[config.mk]
export PLATFORM = sky130hd
export DESIGN_NAME = conv1_acc_requant
export DESIGN_NICKNAME = d
export VERILOG_FILES = /design/src/rtl/conv1_acc_requant.sv
export SDC_FILE = /design/constraint.sdc
export NUM_CORES = 1
export LEC_CHECK = 0
export BUFFER_PORTS_ARGS = -buffer_cell sky130_fd_sc_hd__buf_2
export CAP_MARGIN = 20
export CORE_MARGIN = 3
export CORE_UTILIZATION = 50
export CTS_BUF_LIST = sky130_fd_sc_hd__clkbuf_16
export DETAILED_ROUTE_END_ITERATION = 8
export PLACE_DENSITY_LB_ADDON = 0.08
export SLEW_MARGIN = 10
export SYNTH_ARGS = -nofsm -noshare
export SYNTH_HDL_FRONTEND = slang
export SYNTH_SLANG_ARGS = --single-unit
[constraint.sdc]
create_clock -name ap_clk -period 3.1 [get_ports ap_clk]
set_input_delay 0.62 -clock ap_clk [delete_from_list [all_inputs] [get_ports ap_clk]]
set_output_delay 0.62 -clock ap_clk [all_outputs]
set_load 0.02 [all_outputs]
[src/rtl/conv1_acc_requant.sv]
// conv1_acc_requant
//   Accumulates KERNEL_TAPS signed products per output pixel, seeded with a
//   per-output bias. The sum is then rounded (half toward +inf), shifted
//   right by FRAC_SHIFT, saturated to OUT_WIDTH and delivered over a
//   valid/ready handshake.
//
//   Optional build macro: CONV1_ACC_RELU_EN
//     defined   -> negative saturated results are replaced by 0
//     undefined -> signed saturated result passes through unchanged
//
// Ports
//   ap_clk      clock, rising edge
//   ap_rst_n    asynchronous active-low reset
//   prod_valid  product present on prod_data
//   prod_ready  block accepts a product this cycle (from state only)
//   prod_data   signed product, PROD_WIDTH bits
//   bias        signed bias at accumulator scale, sampled with the first tap
//   out_valid   result present on out_data
//   out_ready   consumer accepts the result
//   out_data    signed requantized result, OUT_WIDTH bits
//   busy        high unless idle at the start of a window
//
// state | meaning
// ------+-------------------------------------------------------------
// S_ACC | accepting taps; tap_cnt counts taps already taken in window
// S_FIN | round, shift, saturate the finished sum into out_data
// S_OUT | holding the result until out_ready
module conv1_acc_requant #(
    parameter int PROD_WIDTH  = 23,
    parameter int ACC_WIDTH   = 32,
    parameter int BIAS_WIDTH  = 16,
    parameter int KERNEL_TAPS = 25,
    parameter int FRAC_SHIFT  = 8,
    parameter int OUT_WIDTH   = 16
) (
    input  logic                         ap_clk,
    input  logic                         ap_rst_n,
    input  logic                         prod_valid,
    output logic                         prod_ready,
    input  logic signed [PROD_WIDTH-1:0] prod_data,
    input  logic signed [BIAS_WIDTH-1:0] bias,
    output logic                         out_valid,
    input  logic                         out_ready,
    output logic signed [OUT_WIDTH-1:0]  out_data,
    output logic                         busy
);

    localparam int CNT_W = (KERNEL_TAPS > 1) ? $clog2(KERNEL_TAPS) : 1;
    localparam logic [CNT_W-1:0] LAST_TAP = CNT_W'(KERNEL_TAPS - 1);

    // Rounding and clamp constants live at ACC_WIDTH+1 bits so the rounding
    // add can never wrap.
    localparam logic signed [ACC_WIDTH:0] HALF =
        {{ACC_WIDTH{1'b0}}, 1'b1} << (FRAC_SHIFT - 1);
    localparam logic signed [ACC_WIDTH:0] OUT_MAX =
        {{(ACC_WIDTH - OUT_WIDTH + 2){1'b0}}, {(OUT_WIDTH - 1){1'b1}}};
    localparam logic signed [ACC_WIDTH:0] OUT_MIN =
        {{(ACC_WIDTH - OUT_WIDTH + 2){1'b1}}, {(OUT_WIDTH - 1){1'b0}}};

    typedef enum logic [1:0] {
        S_ACC = 2'd0,
        S_FIN = 2'd1,
        S_OUT = 2'd2
    } state_t;

    state_t                        state;
    logic [CNT_W-1:0]              tap_cnt;
    logic signed [ACC_WIDTH-1:0]   acc;

    logic signed [ACC_WIDTH-1:0]   prod_ext;
    logic signed [ACC_WIDTH-1:0]   bias_ext;
    logic signed [ACC_WIDTH-1:0]   acc_next;
    logic signed [ACC_WIDTH:0]     rnd_sum;
    logic signed [ACC_WIDTH:0]     rnd_shift;
    logic signed [OUT_WIDTH-1:0]   sat;
    logic signed [OUT_WIDTH-1:0]   result;

    assign prod_ready = (state == S_ACC);
    assign busy       = (state != S_ACC) || (tap_cnt != '0);

    always_comb begin
        prod_ext = {{(ACC_WIDTH - PROD_WIDTH){prod_data[PROD_WIDTH-1]}}, prod_data};
        bias_ext = {{(ACC_WIDTH - BIAS_WIDTH){bias[BIAS_WIDTH-1]}}, bias};
        // The first tap of a window restarts from the bias, not from acc.
        if (tap_cnt == '0) begin
            acc_next = bias_ext + prod_ext;
        end else begin
            acc_next = acc + prod_ext;
        end
    end

    always_comb begin
        rnd_sum   = {acc[ACC_WIDTH-1], acc} + HALF;
        rnd_shift = rnd_sum >>> FRAC_SHIFT;
        if (rnd_shift > OUT_MAX) begin
            sat = OUT_MAX[OUT_WIDTH-1:0];
        end else if (rnd_shift < OUT_MIN) begin
            sat = OUT_MIN[OUT_WIDTH-1:0];
        end else begin
            sat = rnd_shift[OUT_WIDTH-1:0];
        end
`ifdef CONV1_ACC_RELU_EN
        if (sat[OUT_WIDTH-1]) begin
            result = '0;
        end else begin
            result = sat;
        end
`else
        result = sat;
`endif
    end

    always_ff @(posedge ap_clk or negedge ap_rst_n) begin
        if (!ap_rst_n) begin
            state     <= S_ACC;
            tap_cnt   <= '0;
            acc       <= '0;
            out_valid <= 1'b0;
            out_data  <= '0;
        end else begin
            case (state)
                S_ACC: begin
                    if (prod_valid) begin
                        acc <= acc_next;
                        if (tap_cnt == LAST_TAP) begin
                            tap_cnt <= '0;
                            state   <= S_FIN;
                        end else begin
                            tap_cnt <= tap_cnt + CNT_W'(1);
                        end
                    end
                end
                S_FIN: begin
                    out_data  <= result;
                    out_valid <= 1'b1;
                    state     <= S_OUT;
                end
                S_OUT: begin
                    // out_data is left as-is after the handshake.
                    if (out_ready) begin
                        out_valid <= 1'b0;
                        acc       <= '0;
                        state     <= S_ACC;
                    end
                end
                default: begin
                    state <= S_ACC;
                end
            endcase
        end
    end

endmodule

# After elaboration in Yosys (flattened, before gate mapping)
# Index checks and enable logic that the tools add are counted.
# totals
word_cells	41
output_inout_bits	19
inputBits	43
regBits	56
# op_classes
reduce_logical	11
n_eq_ne	6
n_lt_le_gt_ge	2
muxes	13
add_sub_neg	4
# op_table
op	count
two-way mux 32 bit	3
case mux 32 bit (2 select lines)	1
adder 32 x 9 -> 33 bit (second input constant)	1
adder 32 x 23 -> 32 bit	1
two-way mux 16 bit	2
> comparator 25 x 16 -> 1 bit (second input constant)	1
< comparator 25 x 16 -> 1 bit (second input constant)	1
adder 16 x 23 -> 24 bit	1
two-way mux 2 bit	3
case mux 2 bit (3 select lines)	1
AND reduction 3 bit	2
nonzero test 2 bit	3
adder 5 x 1 -> 5 bit (second input constant)	1
equality test 5 bit (second input constant)	1
logical NOT 5 bit	1
two-way mux 5 bit	1
nonzero test 5 bit	1
inequality test 2 bit (second input constant)	2
AND reduction 2 bit	2
equality test 2 x 1 -> 1 bit (second input constant)	1
equality test 2 bit (second input constant)	1
logical NOT 2 bit	1
inequality test 2 x 1 -> 1 bit (second input constant)	1
case mux 1 bit (2 select lines)	1
other kinds (2)	2

# Depth between registers and ports, before layout
# logic_depth
ltp_word	4
depth_mapped	13
depth_no_buf	13

# Least setup slack after synthesis
# No wires, ideal clock.
# synth_timing
path_kind	in2reg
start	input port prod_data[0]
end	register acc[30]
setup_slack_ns	0.047
stages	12
required_time_ns	2.978
t_arrival_ns	2.932
path_cell_list	ha_1 fa_1 a21oi_1 nand4b_1 nand4_1 a31o_1 a31oi_2 o311a_2 o211ai_2 a311oi_2 mux2i_1 nand2_1
# synth_between
elab_chain_cells	4
# synth_lines
element	line	rtl
start, declared	40	input logic signed [PROD_WIDTH-1:0] prod_data,
adder 32 x 23 -> 32 bit / adder 16 x 23 -> 24 bit (equally long branches)	88, 86	
two-way mux 32 bit *	85	if (tap_cnt == '0) begin
two-way mux 32 bit *	123	if (prod_valid) begin
case mux 32 bit (2 select lines) *	121	case (state)
end signal, assigned	124	acc <= acc_next;
end, declared	68	logic signed [ACC_WIDTH-1:0] acc;
# Every way passes the cells marked *; elsewhere a longest branch is shown, timed or not. The select of a mux whose other input is x is not followed.
# A chain may end at the register's enable or synchronous reset.

# Worst setup path after layout
# layout_timing
start	input port prod_data[0]
end	register acc[22]
# Same word-level chain as after synthesis.

==> flow_summary.ini <==
[status]
status = finished clean

[synth]
syn_nets = 787
synthCells = 685
synth-simple-area-share = 0.191
synth-xor-area-share = 0.0863
synthArstFlopShare = 1.00
synth-seq-cells = 56
synth_mux_area_frac = 0.0110
yosys_most_used_dff = dfrtp_1
yosysSeqAreaShare = 0.251
synth.avg_cell_area_um2 = 8.15
synth_top_family_by_area = compound AO/OA/AOI/OAI gates
synth_cell_type_count = 77
synth_fa_ha_area_frac = 0.135
synth-edff-count = 0
synth_compound_area_frac = 0.285
synth_area_um2 = 5580
yosys_warnings = 0

[global_routing]
grt_pass1_wl_um = 26200
antenna_found_initial = 0
gr-total-overflow = 0
grt_pass1_vias = 5210
grt_use_total = 0.252
grt_max_degree = 37

[timing]
slew_headroom = 0.423
period_needed_ns = 3.09
holdWs_ns = 0.426
max_freq_mhz = 324
final_hold_viol_count = 0
clock_skew_ns = 0.0119
min_period_over_period = 0.996
worst_pin_slew_ns = 0.866
rsz0062_at_grt = yes
fin_ws_ns = 0.0132
setup_viol_count_final = 0
slew_violations = 0

[power]
vdd_ir_drop_max_mv = 0.460
power_density_nw_per_um2 = 876
power.leakage_nw = 3.11

[route]
wirelength_um = 15900
wl_per_cell_um = 17.1
antenna_left = 0
vias_per_cell = 6.05
drt_iter0_markers = 552
vias = 5620
drc = 0
first_pass_iters = 6

[floorplan]
ios = 62
core_area_um2 = 10600
die-area_um2 = 12500
die_h_um = 112
num_rows = 37
die_w_um = 112
initial_core_util = 0.527

[final_layout]
n_antenna_cell = 0
fin_util = 0.626
final_nets = 894
syn2layout_area_growth_pct = 18.8
multi_input_area_um2 = 4030
fillCellCount = 930
drive_above_1_share = 0.209
seqCellArea_um2 = 1400

[worst_setup_path]
arrival_ns = 3.27
crit_family = compound AO/OA/AOI/OAI gates
reg2reg_setup_slack_ns = 0.19
slowest_stage = o41ai_4
end_kind = register
path_cells = buf_6 > buf_6 > ha_4 > inv_2 > fa_2 > nor2b_2 > o21a_1 > o21a_1 > o211a_1 > o31a_1 > o41ai_4 > o41ai_4 > buf_4 > a22oi_2 > o21ai_1
path_class = in -> reg
required_ns = 3.29
slowest_delay_ns = 0.49
crit_fanout = 3
start_kind = primary input
path_buf_inv = 4

[job]
maxCapViolCount = 0

[clock_network]
worstSkewPairLatency_ns = 0.30
cts_root_buf = clkbuf_16
cts_buffer_depth = 2
cts_tree = built
cts_buffers = 5
cts_sinks = 56
hold_buffers = 0
h-tree-depth = 2
path_clk_slew_ns = 0.08

[place]
gp_congestion = 0.967
portBuffers = 61
hpwl_um = 12500
pre_cts_ws_ns = -0.345

[min_path]
hold_path.class = in -> async
routing by layer:
metal / GRT usage / routed length [µm] / up-vias
met3: 0.0342 / 1030 / 21
li1: - / - / 2743
met2: 0.388 / 6960 / 190
met4: 0.0552 / 255 / 0
met5: 0 / 0 / -
met1: 0.377 / 7630 / 2666
metrics by stage:
stage	setup TNS, ns	std cells	power, mW	area (µm²)
floorplan	0	685	4.05	5580
global placement	-1.04	917	4.96	6380
detailed placement	-2.07	917	5.09	6380
CTS	-0.0305	929	5.73	6570
global route	-0.323	929	6.31	6640
finish	0	929	5.81	6640
sequential cells by signal, indices dropped and copies added (netlist names):
| register | count |
|---|---|
| acc | 32 |
| out_data | 16 |
| tap_cnt | 5 |
| state | 2 |
| out_valid | 1 |
final timing paths:
kind                            depth (start not counted)          startpoint                      end
worst max-delay path                                   15        prod_data[0]      acc[22]$_DFFE_PN0P_
worst min-delay path                                    1            ap_rst_n  out_data[1]$_DFFE_PN0P_
worst max register to register                         12  acc[0]$_DFFE_PN0P_      acc[20]$_DFFE_PN0P_
worst min register to register                          2  acc[6]$_DFFE_PN0P_       acc[6]$_DFFE_PN0P_
max in group asynchronous                               2            ap_rst_n      acc[29]$_DFFE_PN0P_
min in group ap_clk                                     2  acc[6]$_DFFE_PN0P_       acc[6]$_DFFE_PN0P_
cells in the mapped netlist, drive strengths merged (7+ instances only):
cell type | number | share of area
a21o | 25 | 0.034
a21oi | 65 | 0.059
a22oi | 9 | 0.012
buf | 7 | 0.0096
clkbuf | 19 | 0.016
dfrtp | 56 | 0.25
ha | 57 | 0.13
inv | 22 | 0.015
nand2 | 64 | 0.043
nand2b | 10 | 0.011
nand3 | 23 | 0.022
nand4 | 11 | 0.012
nor2 | 66 | 0.044
nor3 | 14 | 0.015
o21a | 8 | 0.011
o21ai | 71 | 0.064
xnor2 | 28 | 0.044
xor2 | 27 | 0.042
what timing repair did:
action | 4_1_cts | 5_1_grt
endpoints found under the setup margin | 2 | 7
buffers inserted | 4 | 2
pin swaps | 5 | 17
cloned | 0 | 0
endpoints found under the hold margin | 0 | 0
resized for setup | 3 | 14
layout by cell type, fill, tap and decap left out, drive strengths merged, types with 9 or more instances in the layout:
cell type  instances
a22oi              9
buf              126
a21o              25
a21oi             65
nand2             64
inv               23
ha                57
nand3             23
nand2b            10
dfrtp             56
nor2              66
nor3              14
nand4             11
xor2              27
o21ai             71
xnor2             28
power breakdown:
part           internal, mW  switching (mW)  leakage (nW)  total, mW
registers              1.08           0.412         0.690       1.49
logic                  1.69            2.03          2.35       3.71
clock network         0.308           0.303        0.0719      0.611
logic make-up after synthesis:
group,after synthesis
mux,6
xor+xnor,55
fa+ha+maj,59
compound gates,239
simple gates,222
flops,56
buf+inv,48
layout make-up:
| cell class | count | area share |
|---|---|---|
| inverters | 22 | 0.0124 |
| clock inverters | 3 | 0.00415 |
| clock buffers | 5 | 0.0189 |
| repair buffers | 126 | 0.121 |
| flip-flops and latches | 56 | 0.211 |
| multi-input cells | 581 | 0.607 |
| well taps | 136 | 0.0256 |
worst reg2reg max path, delay by kind of cell (launching register included):
kind,cells,cell delay (ns)
compound gates,6,1.32
xor+xnor,1,0.09
fa+ha+maj,2,0.59
flops,1,0.39
simple gates,3,0.39
Power figures use the tool's default switching activity.
